[src/rtl/ksa_shuffle_ctrl.sv]
// RC4 key-scheduling shuffle sequencer: owns the S RAM port and swaps s[i]/s[j] for i=0..255.
// Optional build macro KSA_SKIP_SELF_SWAP_EN skips the read/write sequence when j lands on i.
module ksa_shuffle_ctrl #(
    parameter int unsigned KEY_BYTES  = 3,
    parameter int unsigned MEM_RD_LAT = 1
) (
    input  logic                   clk,
    input  logic                   reset,
    input  logic                   start,
    input  logic [8*KEY_BYTES-1:0] secret_key,
    input  logic [7:0]             s_q,
    output logic [7:0]             s_address,
    output logic [7:0]             s_data,
    output logic                   s_wren,
    output logic                   busy,
    output logic                   done
);

    typedef enum logic [2:0] {
        StIdle,
        StRdI,
        StWaitI,
        StRdJ,
        StWaitJ,
        StWrI,
        StWrJ,
        StDone
    } state_e;

    localparam logic [1:0] WaitLast = 2'(MEM_RD_LAT - 1);

    state_e      state_q, state_d;
    logic [7:0]  i_q, i_d;
    logic [7:0]  j_q, j_d;
    logic [7:0]  si_q, si_d;
    logic [7:0]  sj_q, sj_d;
    logic [1:0]  wait_q, wait_d;
    logic [7:0]  key_byte;
    logic [7:0]  jn;
    logic        last_wait;
    int unsigned key_idx;

    // Key byte 0 is the most significant byte of secret_key.
    always_comb begin
        key_byte = '0;
        key_idx  = 32'(i_q) % KEY_BYTES;
        for (int unsigned k = 0; k < KEY_BYTES; k++) begin
            if (key_idx == k) key_byte = secret_key[8*(KEY_BYTES-1-k) +: 8];
        end
    end

    assign jn        = j_q + s_q + key_byte;
    assign last_wait = (wait_q == WaitLast);

    always_comb begin
        state_d   = state_q;
        i_d       = i_q;
        j_d       = j_q;
        si_d      = si_q;
        sj_d      = sj_q;
        wait_d    = wait_q;
        s_address = '0;
        s_data    = '0;
        s_wren    = 1'b0;
        busy      = 1'b0;
        done      = 1'b0;

        unique case (state_q)
            StIdle: begin
                if (start) begin
                    i_d     = '0;
                    j_d     = '0;
                    state_d = StRdI;
                end
            end
            StRdI: begin
                busy      = 1'b1;
                s_address = i_q;
                wait_d    = '0;
                state_d   = StWaitI;
            end
            StWaitI: begin
                busy      = 1'b1;
                s_address = i_q;
                if (last_wait) begin
                    si_d    = s_q;
                    j_d     = jn;
                    state_d = StRdJ;
`ifdef KSA_SKIP_SELF_SWAP_EN
                    // Swapping s[i] with itself is a no-op, so move straight on.
                    if (jn == i_q) begin
                        if (i_q == 8'hff) begin
                            state_d = StDone;
                        end else begin
                            i_d     = i_q + 8'd1;
                            state_d = StRdI;
                        end
                    end
`endif
                end else begin
                    wait_d = wait_q + 2'd1;
                end
            end
            StRdJ: begin
                busy      = 1'b1;
                s_address = j_q;
                wait_d    = '0;
                state_d   = StWaitJ;
            end
            StWaitJ: begin
                busy      = 1'b1;
                s_address = j_q;
                if (last_wait) begin
                    sj_d    = s_q;
                    state_d = StWrI;
                end else begin
                    wait_d = wait_q + 2'd1;
                end
            end
            StWrI: begin
                busy      = 1'b1;
                s_address = i_q;
                s_data    = sj_q;
                s_wren    = 1'b1;
                state_d   = StWrJ;
            end
            StWrJ: begin
                busy      = 1'b1;
                s_address = j_q;
                s_data    = si_q;
                s_wren    = 1'b1;
                if (i_q == 8'hff) begin
                    state_d = StDone;
                end else begin
                    i_d     = i_q + 8'd1;
                    state_d = StRdI;
                end
            end
            StDone: begin
                done = 1'b1;
                if (!start) state_d = StIdle;
            end
            default: state_d = StIdle;
        endcase
    end

    always_ff @(posedge clk) begin
        if (reset) begin
            state_q <= StIdle;
            i_q     <= '0;
            j_q     <= '0;
            si_q    <= '0;
            sj_q    <= '0;
            wait_q  <= '0;
        end else begin
            state_q <= state_d;
            i_q     <= i_d;
            j_q     <= j_d;
            si_q    <= si_d;
            sj_q    <= sj_d;
            wait_q  <= wait_d;
        end
    end

endmodule

[config.mk]
export PLATFORM = sky130hd
export DESIGN_NAME = ksa_shuffle_ctrl
export DESIGN_NICKNAME = d
export VERILOG_FILES = /design/src/rtl/ksa_shuffle_ctrl.sv
export SDC_FILE = /design/constraint.sdc
export NUM_CORES = 1
export LEC_CHECK = 0
export CORE_AREA = 8 8 89 107
export DETAILED_ROUTE_END_ITERATION = 8
export DIE_AREA = 0 0 97 115
export HOLD_SLACK_MARGIN = 0.02
export PLACE_DENSITY = 0.68
export SKIP_CTS_REPAIR_TIMING = 1
export SYNTH_ARGS = -nofsm -noshare
export SYNTH_HDL_FRONTEND = slang
export SYNTH_SLANG_ARGS = --single-unit
[constraint.sdc]
create_clock -name clk -period 14.3 [get_ports clk]
set_input_delay 1.43 -clock clk [delete_from_list [all_inputs] [get_ports clk]]
set_output_delay 1.43 -clock clk [all_outputs]
set_load 0.01 [all_outputs]
Yosys cells after proc, flatten, opt, wreduce, memory -nomap -nowiden
Cells that the tools add are included.

storage, ports and cells
  flip-flop bits (word level) = 37
  bits in latches = 0
  memory bits (writable) = 0
  memory bits (read-only) = 0
  output and inout port bits = 19
  memories kept = 0

cells by class
  add/subtract/negate cells = 4
  multiply operators = 0
  div/mod/pow operators = 1
  order comparisons = 0
  equality and inequality tests = 16
  shifts and indexed selects = 0
  muxes and demuxes = 21
  bitwise logic cells = 0
  reduce and logical (&&, ||, !) cells = 18

operator list
  operator                                         number
  one-hot mux 8 bit (2 select lines)               4
  two-way mux 8 bit                                6
  == test 32 x 1 -> 1 bit (second input constant)  1
  == test 32 x 2 -> 1 bit (second input constant)  1
  logical NOT 32 bit                               1
  modulo 8 x 2 -> 32 bit (second input constant)   1
  one-hot mux 3 bit (8 select lines)               1
  adder 8 bit                                      2
  two-way mux 3 bit                                5
  == test 3 bit (second input constant)            4
  inequality test 2 bit (second input constant)    6
  adder 8 x 1 -> 8 bit (second input constant)     1
  == test 8 bit (second input constant)            1
  == test 3 x 2 -> 1 bit (second input constant)   2
  AND reduction 2 bit                              3
  AND reduction 3 bit                              2
  nonzero test 2 bit                               3
  OR reduction 2 bit                               3
  OR reduction 3 bit                               2
  OR reduction 6 bit                               1
  one-hot mux 2 bit (2 select lines)               1
  AND reduction 4 bit                              1
  == test 3 x 1 -> 1 bit (second input constant)   1
  logical NOT 3 bit                                1
  4 further kinds                                  6

Longest topological paths before layout
Gate-level depths: netlist of the first run.

  word-level depth = 8
  depth in mapped cells = 36
  mapped depth without buffers = 32

Least setup slack after synthesis of the first run
No wires, ideal clock.

  path kind = register to register
  start = reg i_q[6]
  end = reg j_q[7]
  setup time = 0.121 ns
  arrival time = 6.783 ns
  slack = 7.395 ns
  cell stages (with the launch flop) = 35
  buffers on the path = 4
  period minus slack after synthesis = 6.905 ns
  cells stage by stage = dfxtp_1 > buf_2 > clkbuf_1 > ha_1 > nor4bb_1 > o221ai_2 > and2_1 > buf_4 > a2111oi_1 > or2_2 > inv_1 > ha_1 > a2111oi_2 > nand2_1 > nor3_1 > nor2_1 > ha_1 > or4_4 > mux2i_4 > or2_2 > buf_2 > o22ai_1 > fa_1 > ha_1 > inv_1 > fa_1 > nor2b_1 > o21ai_0 > nand2b_1 > a21o_1 > a21oi_1 > xnor2_1 > nand2b_1 > o31ai_1 > nor3_2

on the way
  cells in the longest elaborated chain, start to end = 8
  elaborated cells on any way between the ends = 10
  those cells by class = 1 x add/sub; 1 x div; 2 x eq/ne; 5 x mux; 1 x reduce/logical

RTL lines
  element                                 line  RTL
  from (decl)                             33    logic [7:0] i_q, i_d;
  from (signal assigned)                  157   i_q <= i_d;
  modulo 8 x 2 -> 32 bit (*)              46    key_idx = 32'(i_q) % KEY_BYTES;
  logical NOT 32 bit                      48    if (key_idx == k) key_byte = secret_key[8*(KEY_BYTES-1-k) +: 8];
  two-way mux 8 bit (2 in a row)          48
  two-way mux 8 bit (*)                   48
  adder 8 bit (*)                         52    assign jn = j_q + s_q + key_byte;
  two-way mux 8 bit (*)                   85    if (last_wait) begin
  one-hot mux 8 bit (2 select lines) (*)  68    unique case (state_q)
  to (signal assigned)                    158   j_q <= j_d;
  to (decl)                               34    logic [7:0] j_q, j_d;

Every way passes the cells marked *; elsewhere a longest branch is shown, timed or not. The select of a mux whose other input is x is not followed.
A chain may end at the register's enable or synchronous reset.

Worst setup path in the final report of the first run
  start = reg i_q[7]
  end = reg j_q[7]

The elaborated chain is that of the path after synthesis.

==> results of run 1 <==
-- worst reg2reg max path, delay by kind of cell, from the launching register on --
family	cells	cell delay [ps]
AOI/OAI and AO/OA	9	2040
xor gates and xnor gates	1	90
adders and majority gates	6	1700
buffers and inverters	2	120
DFF	1	720
muxes	1	250
and+or+nand+nor	12	2560
-- placed cells by master (no fill, tap or decap), types with 3 or more instances in the layout --
cell             Yosys  layout
or3_1                3       3
and2_1               5       5
nand3b_1             4       4
nand4_1              3       3
xor2_1               3       3
or2_2                3       3
a31oi_1              6       6
o21ai_0             22      22
ha_1                13      13
clkbuf_8             0       5
a21oi_1             39      39
nand3_1              6       6
fa_1                 8       8
nor2_1              51      51
a21o_1               4       4
xnor2_1             11      11
nor3_2               2       3
and3b_1              3       3
nor3_1               8       7
o31ai_1              3       3
o211ai_1             3       3
inv_1               27      27
o22ai_1              6       6
mux2i_1             10      10
clkdlybuf4s50_1      0      53
nand2b_1             8       8
buf_4                1       4
a22oi_1             29      29
a211oi_1             6       6
nand2_1             52      52
mux2i_4              3       3
dfxtp_1             37      37
nor2b_1              6       6
-- sequential cells by signal (all words and copies together) (netlist names) --
signal   cells
wait_q       2
i_q          8
state_q      3
sj_q         8
j_q          8
si_q         8
-- layer usage --
| layer | track usage (%) | up-vias | share of wire (%) |
|---|---|---|---|
| met5 | 0 | - | 0 |
| met1 | 20.65 | 1659 | 44 |
| met3 | 2.704 | 8 | 3.3 |
| met4 | 3.392 | 0 | 0.71 |
| met2 | 31.60 | 87 | 52 |
| li1 | - | 1722 | - |
-- final timing paths --
| path | depth (start not counted) | end | from | slack [ps] |
|---|---|---|---|---|
| worst max-delay path | 31 | j_q[7] | i_q[7] | 6700 |
| worst min-delay path | 2 | si_q[7] | si_q[7] | 460 |
| worst max register to register | 31 | j_q[7] | i_q[7] | 6700 |
| worst min register to register | 2 | si_q[7] | si_q[7] | 460 |
-- metrics by stage --
| step | hold slack, ps | utilization [%] | setup WS, ps | total power, W | instance area (um2) |
|---|---|---|---|---|---|
| final | 457.4 | 52.17 | 6696 | 0.0002786 | 4113 |
| after floorplan | 436.0 | - | 7395 | 0.0001609 | 3438 |
| after CTS | 458.3 | 52.17 | 6741 | 0.0002795 | 4113 |
| after global placement | 441.3 | 50.71 | 7056 | 0.0001852 | 3998 |
| after global routing | 476.8 | 52.17 | 6137 | 0.0002929 | 4113 |
| after detailed placement | 446.2 | 50.71 | 6790 | 0.0001860 | 3998 |
-- layout make-up --
cell class / count / area, um2 / area share, %
multi-input cells: 365 / 2472 / 60.12
flip-flops and latches: 37 / 740.7 / 18.01
repair buffers: 57 / 560.5 / 13.63
clock inverters: 3 / 46.29 / 1.126
clock buffers: 5 / 68.82 / 1.673
inverters: 28 / 105.1 / 2.556
well taps: 95 / 118.9 / 2.890
-- power groups by stage --
stage                     clock (W)  sequential (W)  combinational, W
after floorplan                   0        0.000112         0.0000485
after global placement            0        0.000117         0.0000684
after detailed placement          0        0.000117         0.0000691
after CTS                 0.0000955        0.000115         0.0000695
after global routing      0.0000993        0.000116         0.0000779
final                     0.0000945        0.000115         0.0000693
-- kinds of logic after synthesis --
group                    count (synthesis)
flip-flops                              37
AND/OR/NAND/NOR                        168
XOR/XNOR                                14
AO/OA/AOI/OAI                          148
buffers and inverters                   56
adder cells (fa/ha/maj)                 21
multiplexers                            14
==> reports/results.ini, run 1 <==
[run_status]
status=complete, no violations

[synthesis]
synth-edff-count=0
syn_nets=514
synth_top_area_share_pct=21.54
ys_warn_count=0
ys_top_cells_by_area=dfxtp_1 (22%), a22oi_1 (6.3%), a21oi_1 (5.7%)
syn_inst=458
synthArstFlopShare_pct=0
synthXorXnorAreaFrac_pct=3.566
synth_ff_type=dfxtp_1
synth_top_family_by_area=compound AO/OA/AOI/OAI gates
syn_area_um2=3438
synthTopCellsByCount=nand2_1 (52), nor2_1 (51), a21oi_1 (39)
synth-simple-area-share_pct=24.13
synth_cell_type_count=70
ys_seq_elements=37
synthMuxAreaShare_pct=5.313
ys_seq_area_share_pct=21.54
synth_most_common_cell=nand2_1
synth_area_leader_cell=dfxtp_1
syn_area_per_cell_um2=7.507
synth-compound-area-share_pct=29.37
synthAdderAreaFrac_pct=9.389

[clock_tree]
cts.sinks=37
clock_latency_ps=290
cts_buffers=5
cts_tree=built
clk_pin_slew_ps=90
root_buffer=clkbuf_8
htreeDepth=2
clockBufferDepth=2

[timing]
max_slew_margin_pct=39.38
slew_violations=0
period_needed_ps=7604
tns_ps=0
worstMarginPinSlew_ps=905.9
clock.fmax_mhz=131.5
hold_viol=0
rsz0062_at_grt=false
period_share_pct=53.18
fin_worst_skew_ps=9.902
setup_viol=0

[die]
die_area_um2=11160
start_util_pct=43.62
die_w_um=97
io-pin-count=54
die_h_um=115
core.rowCount=36
core_area_um2=7883

[grt]
first_global_vias=3357
grt_pass1_wl_um=16430
overflow=0
antenna_found_initial=0
grt_max_degree=33
grtUsageTotal_pct=17.23

[worst_setup_path]
critPathBufInv=2
critPathTopFamily=simple AND/OR/NAND/NOR gates
cp-start-kind=register
critPathMaxStageDelay_ps=720
crit_fanout=16
crit_top_cell=ha_1
critPathKind=register to register
cp_slowest_cell=dfxtp_1
crit_arrival_ps=7790
required_ps=14490
cp-end-kind=register

[routing]
drt-total-wl_um=9840
vias=3476
ant_nets=0
viasPerCell=5.892
first_pass_iters=5
dr.first_iter.drc_count=246
avgRoutedWirePerCell_um=16.68
drc=0

[place]
dpl.cell_count=582
place_hpwl_um=7461
gp_congestion=0.8566
port_buffers=53

[final_layout]
final_net_count=550
diodes=0
final_cells=590
syn_to_final_growth_pct=19.61
fillerInstances=749
drive_above_1_share_pct=6.465

[power]
p_leak_nw=1.505
power.share.clock_pct=33.9
p_sw_share_pct=30.71
sequentialPowerShare_pct=41.2
power_density_nw_per_um2=67.73
internal_power_w=0.0001930
combPwrFrac_pct=24.9
power.net_switching_w=0.00008556
ir_drop_uv=51.05

[worst_hold_path]
hold_class=register to register

[run]
cap_violations=0

No activity file was read; power rests on OpenSTA's default activity.
==> inputs of run 2 (changes only) <==
--- a/config.mk
+++ b/config.mk
@@ -9,7 +9,7 @@
 export DETAILED_ROUTE_END_ITERATION = 8
 export DIE_AREA = 0 0 97 115
 export HOLD_SLACK_MARGIN = 0.02
-export PLACE_DENSITY = 0.68
+export PLACE_DENSITY = 0.7
 export SKIP_CTS_REPAIR_TIMING = 1
 export SYNTH_ARGS = -nofsm -noshare
 export SYNTH_HDL_FRONTEND = slang
==> constraint.sdc (replaced) <==
create_clock -name clk -period 6.1 [get_ports clk]
set_input_delay 0.61 -clock clk [delete_from_list [all_inputs] [get_ports clk]]
set_output_delay 0.61 -clock clk [all_outputs]
set_load 0.01 [all_outputs]
==> reports/results.ini, run 2 (same netlist as run 1, synthesis figures left out) <==
[run_status]
status=complete, but fails checks
violations=negative setup slack

[die]
die_w_um=97  ; unchanged
die_area_um2=11160  ; unchanged
core.rowCount=36  ; unchanged
die_h_um=115  ; unchanged
io-pin-count=54  ; unchanged
core_area_um2=7883  ; unchanged
start_util_pct=43.62  ; unchanged

[routing]
dr.first_iter.drc_count=312  ; +27%
viasPerCell=5.725  ; -2.8%
ant_nets=0  ; unchanged
avgRoutedWirePerCell_um=15.96  ; -4.3%
vias=3687  ; +6.1%
drc=0  ; unchanged
first_pass_iters=5  ; unchanged
drt-total-wl_um=10280  ; +4.4%

[worst_setup_path]
crit_arrival_ps=6360  ; -1430 ps
critPathKind=register to register
reg2reg_slack_ps=-70  ; -6760 ps
cp-start-kind=register
crit_path_start=i_q[7]
cp_slowest_cell=or4_4
rr_startpoint=i_q[7]
critPathTopFamily=simple AND/OR/NAND/NOR gates
critPathBufInv=2  ; unchanged
critPathMaxStageDelay_ps=470  ; -250 ps
required_ps=6300  ; -8190 ps
r2r_cells=31  ; unchanged
crit_fanout=7  ; -9
cp-end-kind=register
r2r_end=j_q[7]

[timing]
hold_viol=0  ; unchanged
period_share_pct=101.1  ; +48 points
max_slew_margin_pct=41.52  ; +2.1 points
period_needed_ps=6168  ; -1436 ps
slew_violations=0  ; unchanged
fin_worst_skew_ps=7.450  ; -2.453 ps
tns_ps=-67.64  ; -67.64 ps
fin_ws_ps=-67.64  ; -6764 ps
setup_viol=1  ; +1
clock.fmax_mhz=162.1  ; +23%
worstMarginPinSlew_ps=874.0  ; -31.94 ps
rsz0062_at_grt=true

[final_layout]
multi_input_area_um2=2706  ; +9.5%
layout_common_cells=buf_4 (57), clkdlybuf4s50_1 (53), nand2_1 (52)
drive_above_1_share_pct=21.86  ; +15 points
final_cells=644  ; +9.2%
fillerInstances=701  ; -6.4%
diodes=0  ; unchanged
regArea_um2=743.2  ; +0.34%
design_area_um2=4781  ; +16%
syn_to_final_growth_pct=39.05
mostFrequentLayoutCell=buf_4
final_net_count=604  ; +9.8%

[clock_tree]
cts_tree=built
clockBufferDepth=2  ; unchanged
cts.sinks=37  ; unchanged
htreeDepth=2  ; unchanged
clock_latency_ps=300  ; about the same
root_buffer=clkbuf_8
clk_pin_slew_ps=80  ; about the same
cts_buffers=5  ; unchanged

[run]
cap_violations=0  ; unchanged

[place]
place_hpwl_um=8005  ; +7.3%
port_buffers=53  ; unchanged
dpl.cell_count=629  ; +8.1%
gp_congestion=0.8762  ; +2.3%
dp_slack_ps=-373.5  ; -7164 ps
place_area_um2=4489  ; +12%

[worst_hold_path]
hold_end=si_q[5]
hp-start=si_q[5]
hold_depth=2  ; unchanged
hold_class=register to register

[power]
ir_drop_uv=153.5  ; +200%
p_leak_nw=1.816  ; +21%
power_density_nw_per_um2=149.9  ; +120%

[grt]
first_global_vias=3613  ; +7.6%
grtUsageTotal_pct=17.54  ; +0.31 points
grt_pass1_wl_um=16680  ; +1.6%
grt_max_degree=33  ; unchanged
antenna_found_initial=0  ; unchanged
overflow=0  ; unchanged

## run 2: changes by cell type in the layout (fill, tap and decap cells not counted), moves of 3 or more
cell | previous run | this run
a22oi_1 | 29 | 26
a22oi_2 | 0 | 3
buf_4 | 4 | 57
ha_1 | 13 | 9
o22ai_1 | 6 | 2
o22ai_2 | 0 | 3
## run 2: per-layer routing
metal  part of all wire [%]  global-route usage [%]  vias to the layer above  routed length (um)
met2                     53                   33.14                       99                5488
met3                    4.1                   3.005                       15                 417
met5                      0                       0                        -                   0
met4                    2.2                   5.858                        0                 231
li1                       -                       -                     1830                   -
met1                     40                   19.29                     1743                4140
## run 2: tightest hold or removal path: stages (launching register included)
cell     delay, ps
dfxtp_1        310
nand2_1         50
a21oi_1         50
## run 2: how the worst max path moves through the flow
stage | end | slack, ps | cells after the start
after floorplan | j_q[7] | -460 | 34
after global placement | j_q[7] | -210 | 31
after detailed placement | j_q[7] | -370 | 29
after CTS | j_q[7] | -410 | 31
after global routing | j_q[7] | -430 | 31
final | j_q[7] | -70 | 31
## run 2: area by class of cell
type / count / share of cell area [%]
multi-input cells: 365 / 56.61
repair buffers: 111 / 20.28
well taps: 95 / 2.486
clock buffers: 5 / 1.439
flip-flops and latches: 37 / 15.55
inverters: 28 / 2.198
clock inverters: 3 / 1.439
## run 2: where the power goes
group          switching [W]  total, W  internal, W
sequential         0.0000166  0.000268     0.000252
clock              0.0000957  0.000260     0.000165
combinational      0.0000928  0.000188    0.0000954
total               0.000205  0.000717     0.000512
## run 2: metrics by stage
step | hold WS, ps | utilization (%) | total power, W
floorplan | 436.0 | - | 0.0003856
global placement | 442.4 | 56.95 | 0.0004523
detailed placement | 447.6 | 56.95 | 0.0004584
CTS | 458.8 | 58.70 | 0.0007172
global route | 476.4 | 60.65 | 0.0007529
finish | 456.9 | 60.65 | 0.0007168
